$ cat config.mk
export PLATFORM = sky130hd
export DESIGN_NAME = mesh_edge_bridge
export DESIGN_NICKNAME = d
export VERILOG_FILES = /design/src/rtl/mesh_edge_bridge.sv
export SDC_FILE = /design/constraint.sdc
export NUM_CORES = 1
export LEC_CHECK = 0
export CAP_MARGIN = 20
export CORE_ASPECT_RATIO = 0.5
export CORE_MARGIN = 4
export CORE_UTILIZATION = 58
export DETAILED_ROUTE_END_ITERATION = 8
export PLACE_DENSITY = 0.85
export SLEW_MARGIN = 20
export SYNTH_ARGS = -nofsm -noshare
export SYNTH_HDL_FRONTEND = slang
export SYNTH_SLANG_ARGS = --single-unit
$ cat constraint.sdc
create_clock -name clk -period 6.5 [get_ports clk]
set_clock_uncertainty 0.15 [all_clocks]
set_input_delay 1.3 -clock clk [delete_from_list [all_inputs] [get_ports clk]]
set_output_delay 1.3 -clock clk [all_outputs]
set_load 0.02 [all_outputs]
$ cat src/rtl/mesh_edge_bridge.sv
// mesh_edge_bridge: host-side endpoint for one boundary port of a mesh node, with inject and eject FIFOs
module mesh_edge_bridge #(
   parameter int DATA_WIDTH = 32,
   parameter int TX_DEPTH   = 4,
   parameter int RX_DEPTH   = 4,
   parameter int CNT_WIDTH  = 16,
   parameter int DISCARD    = 0
) (
   input  logic                  clk,
   input  logic                  rst,
   input  logic [DATA_WIDTH-1:0] host_tx_data,
   input  logic                  host_tx_valid,
   output logic                  host_tx_ready,
   output logic [DATA_WIDTH-1:0] host_rx_data,
   output logic                  host_rx_valid,
   input  logic                  host_rx_ready,
   output logic [DATA_WIDTH-1:0] node_din,
   output logic                  node_vin,
   input  logic                  node_rout,
   input  logic [DATA_WIDTH-1:0] node_dout,
   input  logic                  node_vout,
   output logic                  node_rin,
   input  logic                  clr_counts,
   output logic [CNT_WIDTH-1:0]  tx_count,
   output logic [CNT_WIDTH-1:0]  rx_count,
   output logic [CNT_WIDTH-1:0]  drop_count
);
   localparam int TAW = $clog2(TX_DEPTH);
   localparam int RAW = $clog2(RX_DEPTH);

   logic [DATA_WIDTH-1:0] r_tx_mem [TX_DEPTH];
   logic [DATA_WIDTH-1:0] r_rx_mem [RX_DEPTH];
   logic [TAW:0]          r_tx_wp, r_tx_rp;
   logic [RAW:0]          r_rx_wp, r_rx_rp;
   logic [CNT_WIDTH-1:0]  r_tx_cnt, r_rx_cnt, r_drop_cnt;
   logic                  w_tx_full, w_tx_empty, w_tx_push, w_tx_pop;
   logic                  w_rx_full, w_rx_empty, w_rx_acc, w_rx_push, w_rx_drop, w_rx_pop;

   // Full/empty from the extra pointer MSB; handshakes derive only from registered state and peer inputs
   always_comb begin
      w_tx_full     = (r_tx_wp[TAW] != r_tx_rp[TAW]) && (r_tx_wp[TAW-1:0] == r_tx_rp[TAW-1:0]);
      w_tx_empty    = r_tx_wp == r_tx_rp;
      w_rx_full     = (r_rx_wp[RAW] != r_rx_rp[RAW]) && (r_rx_wp[RAW-1:0] == r_rx_rp[RAW-1:0]);
      w_rx_empty    = r_rx_wp == r_rx_rp;
      host_tx_ready = !w_tx_full;
      w_tx_push     = host_tx_valid && !w_tx_full;
      node_vin      = !w_tx_empty;
      node_din      = w_tx_empty ? '0 : r_tx_mem[r_tx_rp[TAW-1:0]];
      w_tx_pop      = !w_tx_empty && node_rout;
      node_rin      = (DISCARD != 0) ? 1'b1 : !w_rx_full;
      w_rx_acc      = node_vout && node_rin;
      w_rx_push     = w_rx_acc && !w_rx_full;
      w_rx_drop     = w_rx_acc && w_rx_full;
      host_rx_valid = !w_rx_empty;
      host_rx_data  = w_rx_empty ? '0 : r_rx_mem[r_rx_rp[RAW-1:0]];
      w_rx_pop      = !w_rx_empty && host_rx_ready;
      tx_count      = r_tx_cnt;
      rx_count      = r_rx_cnt;
      drop_count    = r_drop_cnt;
   end

   // FIFO storage; contents need no reset since empty pointers hide them
   always_ff @(posedge clk) begin
      if (w_tx_push) r_tx_mem[r_tx_wp[TAW-1:0]] <= host_tx_data;
      if (w_rx_push) r_rx_mem[r_rx_wp[RAW-1:0]] <= node_dout;
   end

   // Pointer advance; reset discards everything buffered
   always_ff @(posedge clk) begin
      if (rst) begin
         r_tx_wp <= '0;
         r_tx_rp <= '0;
         r_rx_wp <= '0;
         r_rx_rp <= '0;
      end else begin
         if (w_tx_push) r_tx_wp <= r_tx_wp + (TAW+1)'(1);
         if (w_tx_pop)  r_tx_rp <= r_tx_rp + (TAW+1)'(1);
         if (w_rx_push) r_rx_wp <= r_rx_wp + (RAW+1)'(1);
         if (w_rx_pop)  r_rx_rp <= r_rx_rp + (RAW+1)'(1);
      end
   end

   // Saturating transfer counters; clear wins over a same-cycle increment
   always_ff @(posedge clk) begin
      if (rst || clr_counts) begin
         r_tx_cnt   <= '0;
         r_rx_cnt   <= '0;
         r_drop_cnt <= '0;
      end else begin
         if (w_tx_pop  && !(&r_tx_cnt))   r_tx_cnt   <= r_tx_cnt + CNT_WIDTH'(1);
         if (w_rx_acc  && !(&r_rx_cnt))   r_rx_cnt   <= r_rx_cnt + CNT_WIDTH'(1);
         if (w_rx_drop && !(&r_drop_cnt)) r_drop_cnt <= r_drop_cnt + CNT_WIDTH'(1);
      end
   end
endmodule
* Yosys cells after proc, flatten, opt, wreduce, memory -nomap -nowiden
Memories as Yosys holds them, arrays and structs flattened. A register that Yosys moved wholly into a read port is not among the register bits.
Index checks and enable logic that the tools add are counted.
** Word-level totals
- Bits of input ports :: 71
- Memories kept :: 2
- Bits in registers :: 60
- Bits in writable memories :: 256
** Operators by class
- Reduce and logical (&&, ||, !) cells :: 22
- $add $sub $neg :: 7
- Eq/ne operators :: 6
- Mux-type cells :: 10
** Memories
- r_rx_mem :: depth 4, bits a word 32, read ports 1, clocked after Yosys merged registers in 1, wr ports 1, line 32 : logic [DATA_WIDTH-1:0] r_rx_mem [RX_DEPTH];
- r_tx_mem :: depth 4, bits a word 32, read ports 1, clocked after Yosys merged registers in 1, wr ports 1, line 31 : logic [DATA_WIDTH-1:0] r_tx_mem [TX_DEPTH];
** Operator list (count)
- 2-to-1 mux 32 bit :: 2
- adder 16 x 1 -> 16 bit (second input constant) :: 3
- AND reduction 16 bit :: 3
- adder 3 x 1 -> 3 bit (second input constant) :: 4
- logical AND 1 bit :: 11
- 2-to-1 mux 2 bit :: 4
- zero test 1 bit :: 7
- == test 3 bit :: 2
- == test 2 bit :: 2
- 2-to-1 mux 1 bit :: 4
- != test 1 bit :: 2
- logical OR 1 bit :: 1

* Depth between registers and ports, before layout
- Word-level depth :: 7
- Depth in mapped cells :: 7

* Worst setup path before layout
OpenSTA, ideal clock, no wires.
- Kind :: register -> output
- Start point :: reg (tool-made name)
- End point :: out host_rx_data[10]
- Arrival :: 1.524 ns
- Cell stages (with the launch flop) :: 5
- Path slack :: 3.526 ns
- Cells stage by stage :: dfxtp_1 clkbuf_1 buf_2 mux4_2 nor2b_1
** RTL lines
- end: declaration :: line 14 : output logic [DATA_WIDTH-1:0] host_rx_data,

==> qor.yml <==
pwr:
  powerDensity_nw_per_um2: 329
  p_leak_uw: 0.00502
  pwr-share-comb: 0.225
  swShare: 0.265
  p_switching_uw: 1370
  clockPowerShare: 0.315
  seqPwrFrac: 0.461
  internal-power_uw: 3810
  finalPower_uw: 5180
  ir_drop_mv: 0.245
finish:
  design_area_um2: 15700
  nets: 1009
  nFillCells: 1220
  regArea_um2: 8970
  multi_input_area_um2: 3520
  syn2layout_area_growth_pct: 24.5
  final_layout_size_suffix_gt1_frac: 0.145
sta:
  rsz0062_at_grt: "false"
  setup_viol: 0
  hold_ws_ps: 308
  tightest_slew_ps: 1000
  period_share: 0.683
  hold_viol: 0
  max_freq_ghz: 0.225
  period_minus_slack_ps: 4440
  slew_violations: 0
  final.setup.tns_ps: 0
  relSlewSlack: 0.326
die:
  start_util: 0.603
  dieHeight_um: 112
  io_pins: 187
  die_w_um: 217
  die_area_um2: 24400
  rows: 37
  core_area_um2: 21000
logic_synthesis:
  synth_cells: 735
  synth_compound_area_frac: 0.0344
  postSynthAreaPerCell_um2: 17.2
  synth-xor-area-share: 0.0108
  yosys.area_share.simple: 0.0974
  syn_area_um2: 12600
  synth_top_family_by_area: "multiplexers"
  yosys-top-cells-area: "edfxtp_1 61%, mux4_2 11%, dfxtp_1 10%, nor2b_1 3.2%, and2_1 1.2%"
  yosys.area.top_type: "edfxtp_1"
  seq_area_frac_synth: 0.710
  ys_ff_latch: 320
  synth_top_area_share: 0.608
  syn_nets: 818
  synth_fa_ha_area_frac: 0.0119
  ys_warn_count: 0
  ys_types: 44
  synth.area.mux_share: 0.121
detailed_routing:
  drt-total-wl_um: 26100
  drt-pass1-iter-count: 5
  ant_nets: 0
  dr_total_vias: 7278
  vias_per_cell: 5.86
  wl_per_cell_um: 21.0
  drc: 0
  drtIter0Drc: 696
grt:
  grt_use_total: 0.216
  gr-total-overflow: 0
  first_global_vias: 7481
  grt_max_degree: 34
  grt_pass1_wl_um: 41500
  antenna_found_initial: 1
cts:
  cts_tree: "built"
  ctsHtreeMaxLevel: 1
  clkSinkCount: 320
  post-cts-setup-buffer-count: 0
  clockBufferDepth: 3
  ctsResizeCount: 0
  cts_hold_buf: 0
  numCtsBuffers: 28
  clkTransAtPathRegs_ps: 70
  cts-root-buf: "clkbuf_16"
  clk_latency_ps: 550
min_path:
  hold_class: "flop to flop"
  hold_depth: 1
setup_path:
  start_kind: "flop"
  cpPeakStageDelay_ps: 640
  setup.worst_path.class: "flop to output pin"
  rr_worst_depth: 3
  cp.required_ps: 5050
  crit_chain: "buf_4 > mux4_2 > nor2b_1 > clkdlybuf4s50_1"
  crit_arrival_ps: 2990
  cp-end-kind: "output pin"
  path_max_fanout: 19
  cp_slowest_cell: "dfxtp_2"
placed_design:
  numPortBuffers: 186
  dpl_cell_area_um2: 14800
  post-dp-hpwl_um: 16200
  gp_congestion: 0.806
job:
  cap_violations: 0
status:
  status: "complete, no violations"
[worst paths after layout]
path	start	endpoint	slack (ps)
max reg2reg	r_rx_wp[1]	r_rx_mem[3][1]	3910
min	drop_count[14]	drop_count[14]	310
min reg2reg	drop_count[14]	drop_count[14]	310
max	flop	host_rx_data[8]	2060
[critical path: cells and delay by family (launching register included)]
| family | cells | cell delay [ps] |
|---|---|---|
| simple gates | 1 | 160 |
| flops | 1 | 640 |
| mux | 1 | 620 |
| buf+inv | 2 | 1000 |
[layer usage]
| metal | track usage | vias to the layer above | wire, um |
|---|---|---|---|
| li1 | - | 3297 | - |
| met1 | 0.288 | 3673 | 10700 |
| met2 | 0.373 | 259 | 13200 |
| met3 | 0.0457 | 49 | 1540 |
| met4 | 0.0511 | 0 | 565 |
| met5 | 0 | - | 0 |
[stage by stage]
| step | instances | setup slack, ps | util |
|---|---|---|---|
| after CTS | 1240 | 1980 | 0.750 |
| after floorplan | 735 | 3530 | - |
| after global placement | 1188 | 2620 | 0.706 |
| after global routing | 1241 | 1840 | 0.750 |
| final | 1241 | 2060 | 0.750 |
| after detailed placement | 1188 | 2570 | 0.707 |
[placed cells by master, fill, tap and decap left out, types with 3 or more instances in the layout]
cell type        instances
nor4_1                   7
and3_1                   6
or3_1                   14
mux2i_1                  9
nand2_1                 23
clkbuf_16               30
buf_4                   10
and2_1                  18
xnor2_1                  4
o31ai_1                 17
clkdlybuf4s50_1        186
clkbuf_8                 3
o31a_1                   4
xor2_1                   6
mux4_2                  64
and4_1                   5
clkbuf_1                 9
inv_1                    8
edfxtp_1               256
dfxtp_2                  3
and2_2                   6
nor2b_1                 64
nand4_1                 13
dfxtp_1                 61
o21ai_0                  7
or4_1                   16
nor2_1                  14
a21oi_1                 25
clkinv_2                 5
ha_1                    12
nand3_1                 15
[registers in the layout (all words and copies together), names as in the netlist, named ones only]
name	count
r_rx_rp	3
tx_count	16
r_tx_rp	3
r_tx_mem	128
r_rx_mem	128
rx_count	16
r_rx_wp	3
drop_count	16
r_tx_wp	3
[synthesized netlist by cell type (all sizes together)]
library cell	instances
a2111oi	1
a211oi	1
a21oi	25
a31o	1
and2	24
and3	6
and4	5
buf	14
clkbuf	21
dfxtp	64
edfxtp	256
ha	12
inv	8
mux2i	9
mux4	64
nand2	23
nand2b	2
nand3	15
nand4	13
nor2	14
nor2b	64
nor3	3
nor4	9
o211ai	1
o21a	1
o21ai	8
o311ai	3
o31a	4
o31ai	19
o41ai	1
or2	1
or3	14
or4	16
xnor2	5
xor2	8
[cell type report]
type                       instances  share of cell area
sequential                       320               0.570
multi-input combinational        372               0.224
timing repair buffer             196               0.123
clock buffer                      42              0.0525
tap                              292              0.0232
clock inverter                    10             0.00541
inverter                           8             0.00191
antenna                            1            0.000159
[cell families (layout without fill, tap and decap cells)]
group           count (synthesis)  in the layout
other cells                     0              1
flops                         320            320
fa+ha+maj                      12             12
mux                            73             73
buf+inv                        43            256
compound gates                 65             65
simple gates                  209            209
xor+xnor                       13             13
[power by group through the flow]
stage / clock network, uW / registers [uW] / logic [uW]
after floorplan: 0 / 2380 / 711
after global placement: 0 / 2420 / 1150
after detailed placement: 0 / 2430 / 1170
after CTS: 1660 / 2390 / 1180
after global routing: 1760 / 2400 / 1240
final: 1630 / 2380 / 1160
Note: power is estimated with default switching activity, not from simulation.
